File: config.mk
export PLATFORM = sky130hd
export DESIGN_NAME = arbiter_encoder_rr
export DESIGN_NICKNAME = d
export VERILOG_FILES = /design/src/rtl/arbiter_encoder_rr.sv
export SDC_FILE = /design/constraint.sdc
export NUM_CORES = 1
export LEC_CHECK = 0
export CORE_AREA = 2 2 39 41
export CTS_CLUSTER_DIAMETER = 50
export DETAILED_ROUTE_END_ITERATION = 10
export DIE_AREA = 0 0 41 43
export PLACE_DENSITY_LB_ADDON = 0.2
export SLEW_MARGIN = 20
export SYNTH_ARGS = -nofsm -noshare
export SYNTH_HDL_FRONTEND = slang
export SYNTH_SLANG_ARGS = --single-unit
File: constraint.sdc
create_clock -name clk_i -period 4.3 [get_ports clk_i]
set_input_delay 0.43 -clock clk_i [delete_from_list [all_inputs] [get_ports clk_i]]
set_output_delay 0.43 -clock clk_i [all_outputs]
set_load 0.05 [all_outputs]
File: src/rtl/arbiter_encoder_rr.sv
// N-way request arbiter: registered one-hot grant plus encoded index, fixed or round-robin
// priority, grant locked until release. Optional grant timeout under ARB_TIMEOUT_EN.
module arbiter_encoder_rr #(
  parameter int unsigned  N        = 4,
  parameter bit           RR_MODE  = 1'b1,
  parameter int unsigned  MAX_HOLD = 16,
  localparam int unsigned W        = $clog2(N)
) (
  input  logic         clk_i,
  input  logic         rst_i,
  input  logic [N-1:0] req_i,
  output logic [N-1:0] gnt_o,
  output logic [W-1:0] gnt_idx_o,
  output logic         gnt_valid_o,
  output logic         timeout_o
);

  if (N < 2 || MAX_HOLD < 2) begin : gen_param_check
    $error("arbiter_encoder_rr: N and MAX_HOLD must both be >= 2");
  end

  typedef enum logic {StIdle, StGrant} state_e;

  state_e      state_q;
  logic [N-1:0] gnt_q;
  logic [W-1:0] idx_q;
  logic         valid_q;
  logic [W-1:0] ptr_q;

  logic         win_found;
  logic [W-1:0] win_idx;
  logic [W-1:0] cand_w;
  int unsigned  cand;
  logic [N-1:0] win_onehot;
  logic [W-1:0] ptr_next;

  // Scan starts at the rotation pointer in round-robin mode, at 0 otherwise.
  always_comb begin
    win_found = 1'b0;
    win_idx   = '0;
    cand      = 0;
    cand_w    = '0;
    for (int unsigned k = 0; k < N; k++) begin
      cand = RR_MODE ? 32'(ptr_q) + k : k;
      if (cand >= N) cand = cand - N;
      cand_w = W'(cand);
      if (!win_found && req_i[cand_w]) begin
        win_found = 1'b1;
        win_idx   = cand_w;
      end
    end
  end

  assign win_onehot = {{(N-1){1'b0}}, 1'b1} << win_idx;
  assign ptr_next   = (idx_q == W'(N - 1)) ? '0 : idx_q + 1'b1;

`ifdef ARB_TIMEOUT_EN
  localparam int unsigned HW = $clog2(MAX_HOLD);
  localparam logic [HW-1:0] HoldLast = HW'(MAX_HOLD - 1);

  logic [HW-1:0] hold_q;
  logic          timeout_q;

  always_ff @(posedge clk_i or posedge rst_i) begin
    if (rst_i) begin
      state_q   <= StIdle;
      gnt_q     <= '0;
      idx_q     <= '0;
      valid_q   <= 1'b0;
      ptr_q     <= '0;
      hold_q    <= '0;
      timeout_q <= 1'b0;
    end else begin
      timeout_q <= 1'b0;
      unique case (state_q)
        StIdle: begin
          if (win_found) begin
            state_q <= StGrant;
            gnt_q   <= win_onehot;
            idx_q   <= win_idx;
            valid_q <= 1'b1;
            hold_q  <= '0;
          end
        end
        StGrant: begin
          // A voluntary release on the timeout edge takes precedence and is not flagged.
          if (!req_i[idx_q] || hold_q == HoldLast) begin
            state_q   <= StIdle;
            gnt_q     <= '0;
            idx_q     <= '0;
            valid_q   <= 1'b0;
            ptr_q     <= ptr_next;
            timeout_q <= req_i[idx_q];
          end else begin
            hold_q <= hold_q + 1'b1;
          end
        end
      endcase
    end
  end

  assign timeout_o = timeout_q;
`else
  always_ff @(posedge clk_i or posedge rst_i) begin
    if (rst_i) begin
      state_q <= StIdle;
      gnt_q   <= '0;
      idx_q   <= '0;
      valid_q <= 1'b0;
      ptr_q   <= '0;
    end else begin
      unique case (state_q)
        StIdle: begin
          if (win_found) begin
            state_q <= StGrant;
            gnt_q   <= win_onehot;
            idx_q   <= win_idx;
            valid_q <= 1'b1;
          end
        end
        StGrant: begin
          if (!req_i[idx_q]) begin
            state_q <= StIdle;
            gnt_q   <= '0;
            idx_q   <= '0;
            valid_q <= 1'b0;
            ptr_q   <= ptr_next;
          end
        end
      endcase
    end
  end

  assign timeout_o = 1'b0;
`endif

  assign gnt_o       = gnt_q;
  assign gnt_idx_o   = idx_q;
  assign gnt_valid_o = valid_q;

endmodule

# After elaboration in Yosys (flattened, before gate mapping)
# Index checks and enable logic that the tools add are counted.
[classes] n_reduce_logical=8 mux=35 magnitude_cmp=9 eq_ne=3 n_addsub=8 shifts=1 bitwise_logic=2
[ops] op="$mux 2" n=11
[ops] op="$lt 2x3->1 const B" n=5
[ops] op="$mux 1" n=13
[ops] op="$bmux 1 s2" n=5
[ops] op="$ge 3x3->1 const B" n=3
[ops] op="$mux 4" n=2
[ops] op="$pmux 4 s2" n=1
[ops] op="$sub 2x1->2 const B" n=4
[ops] op="$add 2x2->3 const B" n=2
[ops] op="$ne 2x2->1 const B" n=2
[ops] op="$pmux 1 s2" n=2
[ops] op="$pmux 2 s2" n=1
[ops] op="$reduce_and 2->1" n=2
[ops] op="$shl 1x2->4 const A" n=1
[ops] op="$add 2x1->3 const B" n=1
[ops] op="$ge 2x3->1 const B" n=1
[ops] op="$logic_and 1x1->1" n=3
[ops] op="$logic_not 1->1" n=3
[ops] op="$add 2x1->2 const B" n=1
[ops] op="$eq 2x2->1 const B" n=1
[ops] op="$not 1->1" n=2
[word_totals] register_bits=10 out_inout_bits=8 inputBits=6

# Depth between registers and ports, before layout
[depth] word_depth=17 depth_mapped=4 mapped_depth_nobuf=4

# Worst setup path before layout
# Ideal clock, no wire load.
[synth_path] path_type="register to register" startpoint="reg idx_q[0] (netlist: gnt_idx_o[0])" endpoint="reg ptr_q[1]" required_ps=4172 setup_time_ps=128 stages_incl_launch_ff=4 setup_slack_ps=2445 n_path_buf=0 arrival_time_ps=1728 period_less_slack_ps=1855 path_cell_list="dfrtp_1 -> mux4_2 -> nor2_2 -> mux2_1"
[synth_between] elab_chain_len=4
[synth_lines] element="start, declared" line_no="26" rtl="logic [W-1:0] idx_q;"
[synth_lines] element="start signal, assigned" line_no="117" rtl="idx_q <= win_idx;"
[synth_lines] element="$bmux 1 s2" line_no="122" rtl="if (!req_i[idx_q]) begin"
[synth_lines] element="$mux 1 (implied by the code)" line_no="122"
[synth_lines] element="$not 1->1 (no line)"
[synth_lines] element="$reduce_and 2->1 (no line)"
[synth_lines] element="end signal, assigned" line_no="127" rtl="ptr_q <= ptr_next;"
[synth_lines] element="end, declared" line_no="28" rtl="logic [W-1:0] ptr_q;"
# Several ways; a longest one is shown, not always the timed one. The select of a mux whose other input is x is not followed.
# A chain may end at the register's enable or synchronous reset.

# Worst setup path after layout
[layout_path] startpoint="reg idx_q[0] (netlist: gnt_idx_o[0])" endpoint="out gnt_idx_o[0]"
[layout_lines] element="end, declared" line_no="13" rtl="output logic [W-1:0] gnt_idx_o,"
# No word-level cell between the ends.

==> impl_metrics.toml <==
[clocking]
cts.clk_slew.worst_paths_ns = 0.06
numCtsBuffers = 3
worstSkewPairLatency_ns = 0.26
ctsRootBufferMaster = "clkbuf_4"
clock_sinks = 10
hold_buffers = 0
h-tree-depth = 1
cts_buffer_depth = 2
cts_tree = "done"
post_cts_buffers = 0
cts_resized = 0

[floorplanning]
core_mm2 = 0.00138
die_y_um = 43
initial_utilization = 0.380
rows = 14
die_x_um = 41
die_area_mm2 = 0.00176
ioPinCount = 14

[global_route]
grt_usage = 0.165
antenna_found_initial = 0
overflow = 0
grt_pass1_vias = 409
grt_max_degree = 11
grt_pass1_wl_um = 1870

[synth]
synth_edf_count = 0
synth_fa_ha_area_frac = 0.0238
ys_warn_count = 0
synthFlopType = "dfrtp_1"
synth_compound_area_frac = 0.221
synth_top_family_by_area = "compound AO/OA/AOI/OAI gates"
synth.distinct_cells = 24
netlist_top_cells_area = "dfrtp_1 48%, a32o_1 7.6%, mux4_2 4.3%, o21ai_0 3.8%, a22o_1 3.3%"
synth.avg_cell_area_um2 = 10.7
synth_xor_area_frac = 0
ys_seq_area_frac = 0.476
synth.most_common_cell = "dfrtp_1"
synth_top_area_frac = 0.476
netlist.top_cell.by_area = "dfrtp_1"
synthMuxAreaShare = 0.0833
synth_area_um2 = 526
synthArstFlopShare = 1.00
synthSimpleGateAreaFrac = 0.152
synthTopCellsByCount = "10 x dfrtp_1, 4 x a32o_1, 4 x nor2_1, 4 x o21ai_0"
synth_cells = 49
syn-num-nets = 56
ys_ff_latch = 10

[pwr]
power_frac_seq = 0.325
swShare = 0.473
power.switching_w = 0.000249
vdd_drop_max_v = 0.000355
pwr_density_cell_mw_per_mm2 = 774
comb_power_share = 0.555
pwr-share-clk = 0.120
intPower_w = 0.000278
p_leak_nw = 0.290

[timing]
fin_worst_skew_ns = 0.00369
period_needed_ns = 1.97
period_share = 0.457
slew_viol_final = 0
tns_ns = 0
hold_viol = 0
worst_pin_slew_ns = 0.497
rsz0062_at_grt = "no"
setup_violations = 0
max_freq_mhz = 508
slew_headroom = 0.668

[layout]
regArea_um2 = 250
nFillCells = 147
drive_above_1_share = 0.143
diodes = 0
multi_input_comb_area_um2 = 256
fin_cells = 79
fin_nets = 72
areaGrowthSynthToFinish_pct = 29.5

[route]
ant_nets = 0
drtIter0Drc = 6
avgViaCountPerCell = 5.38
wire_per_inst_um = 14.2
drc = 0
dr.pass1.iters = 2
routed_wl_um = 1130
num_vias = 425

[setup_path]
critPathCaptureType = "output pin"
slowest_delay_ns = 0.84
crit_buf_inv = 1
critPathSlowestCell = "clkdlybuf4s50_1"
rr_startpoint = "gnt_idx_o[0]"
cp.arrival_ns = 1.54
reg2reg_to = "ptr_q[1]"
path_max_fanout = 5
critPathTopFamily = "buffers and inverters"
worstRegToRegCells = 3
required_ns = 3.87
cp-start-kind = "flip-flop"
worstSetupPathType = "reg -> out"
path_cells = "clkdlybuf4s50_1"
r2r_slack_ns = 2.69

[placed_design]
hpwl_um = 828
place.gp.congestion = 0.720
dpl.cell_count = 76
port_buffers = 12

[worst_hold_path]
hold_class = "in -> async"

[outcome]
status = "finished clean"

[flow_run]
maxCapViolCount = 0
cells in the final DEF, fill, tap and decap left out:
cell type and n:
nand2_1 3, nor3_1 1, conb_1 1, dfrtp_1 10, mux2_1 1, inv_1 3
or3_1 1, clkbuf_4 3, mux4_2 1, nor2_1 4, mux2i_1 1, ha_1 1
nor2_2 1, a32o_1 4, a22o_1 2, o22a_2 1, o22ai_1 1, clkdlybuf4s50_1 12
o21a_1 1, nand2_4 1, a21oi_1 3, o21ai_0 4, nor4_2 1, nand2_2 1
nand2b_1 1
cell type report:
class / count / area share
inverter: 3 / 0.0165
sequential: 10 / 0.368
tap: 16 / 0.0294
clock buffer: 3 / 0.0331
timing repair buffer: 12 / 0.176
multi-input combinational: 35 / 0.377
metal layers:
layer / track usage / vias to the layer above / part of all wire
li1: - / 210 / -
met1: 0.215 / 204 / 0.48
met2: 0.222 / 9 / 0.46
met3: 0.0471 / 2 / 0.046
met4: 0.120 / 0 / 0.015
met5: 0 / - / 0
metrics by stage:
step | setup slack, ns | util | hold slack (ns) | cell area, um^2 | power (W)
2_1_floorplan | 2.44 | - | 0.270 | 526 | 0.000375
3_3_place_gp | 2.23 | 0.476 | 0.480 | 658 | 0.000464
3_5_place_dp | 2.19 | 0.476 | 0.487 | 658 | 0.000464
4_1_cts | 2.33 | 0.492 | 0.457 | 681 | 0.000529
5_1_grt | 2.27 | 0.492 | 0.491 | 681 | 0.000561
6_report | 2.33 | 0.492 | 0.439 | 681 | 0.000527
how the worst max path moves through the flow:
stage | slack, ns | depth (start not counted) | end | startpoint
global placement | 2.23 | 4 | ptr_q[1] | req_i[3]
CTS | 2.33 | 1 | gnt_idx_o[0] | gnt_idx_o[0]
detailed placement | 2.19 | 4 | ptr_q[1] | req_i[3]
finish | 2.33 | 1 | gnt_idx_o[0] | gnt_idx_o[0]
floorplan | 2.44 | 3 | ptr_q[1] | gnt_idx_o[0]
global route | 2.27 | 1 | gnt_idx_o[0] | gnt_idx_o[0]
cell families after synthesis:
kind of cell	after synthesis
and+or+nand+nor	14
AOI/OAI and AO/OA	16
buffers and inverters	4
DFF	10
adders and majority gates	1
muxes	3
other	1
sequential cells by signal, summed over array words and instances (netlist names):
name,cells
gnt_o,4
gnt_idx_o,2
ptr_q,2
state_q,1
gnt_valid_o,1
power by group through the flow:
stage	clock, W	combinational, W	sequential, W
3_3_place_gp	0	0.000292	0.000172
2_1_floorplan	0	0.000119	0.000256
6_report	0.0000631	0.000292	0.000171
3_5_place_dp	0	0.000291	0.000173
4_1_cts	0.0000647	0.000293	0.000172
5_1_grt	0.0000687	0.000313	0.000178
worst reg2reg max path, stage by stage, from the launching register on:
cell and delay [ns]:
dfrtp_1 0.43, mux4_2 0.57, nor2_2 0.15, mux2_1 0.34
No activity file was read; power rests on OpenSTA's default activity.
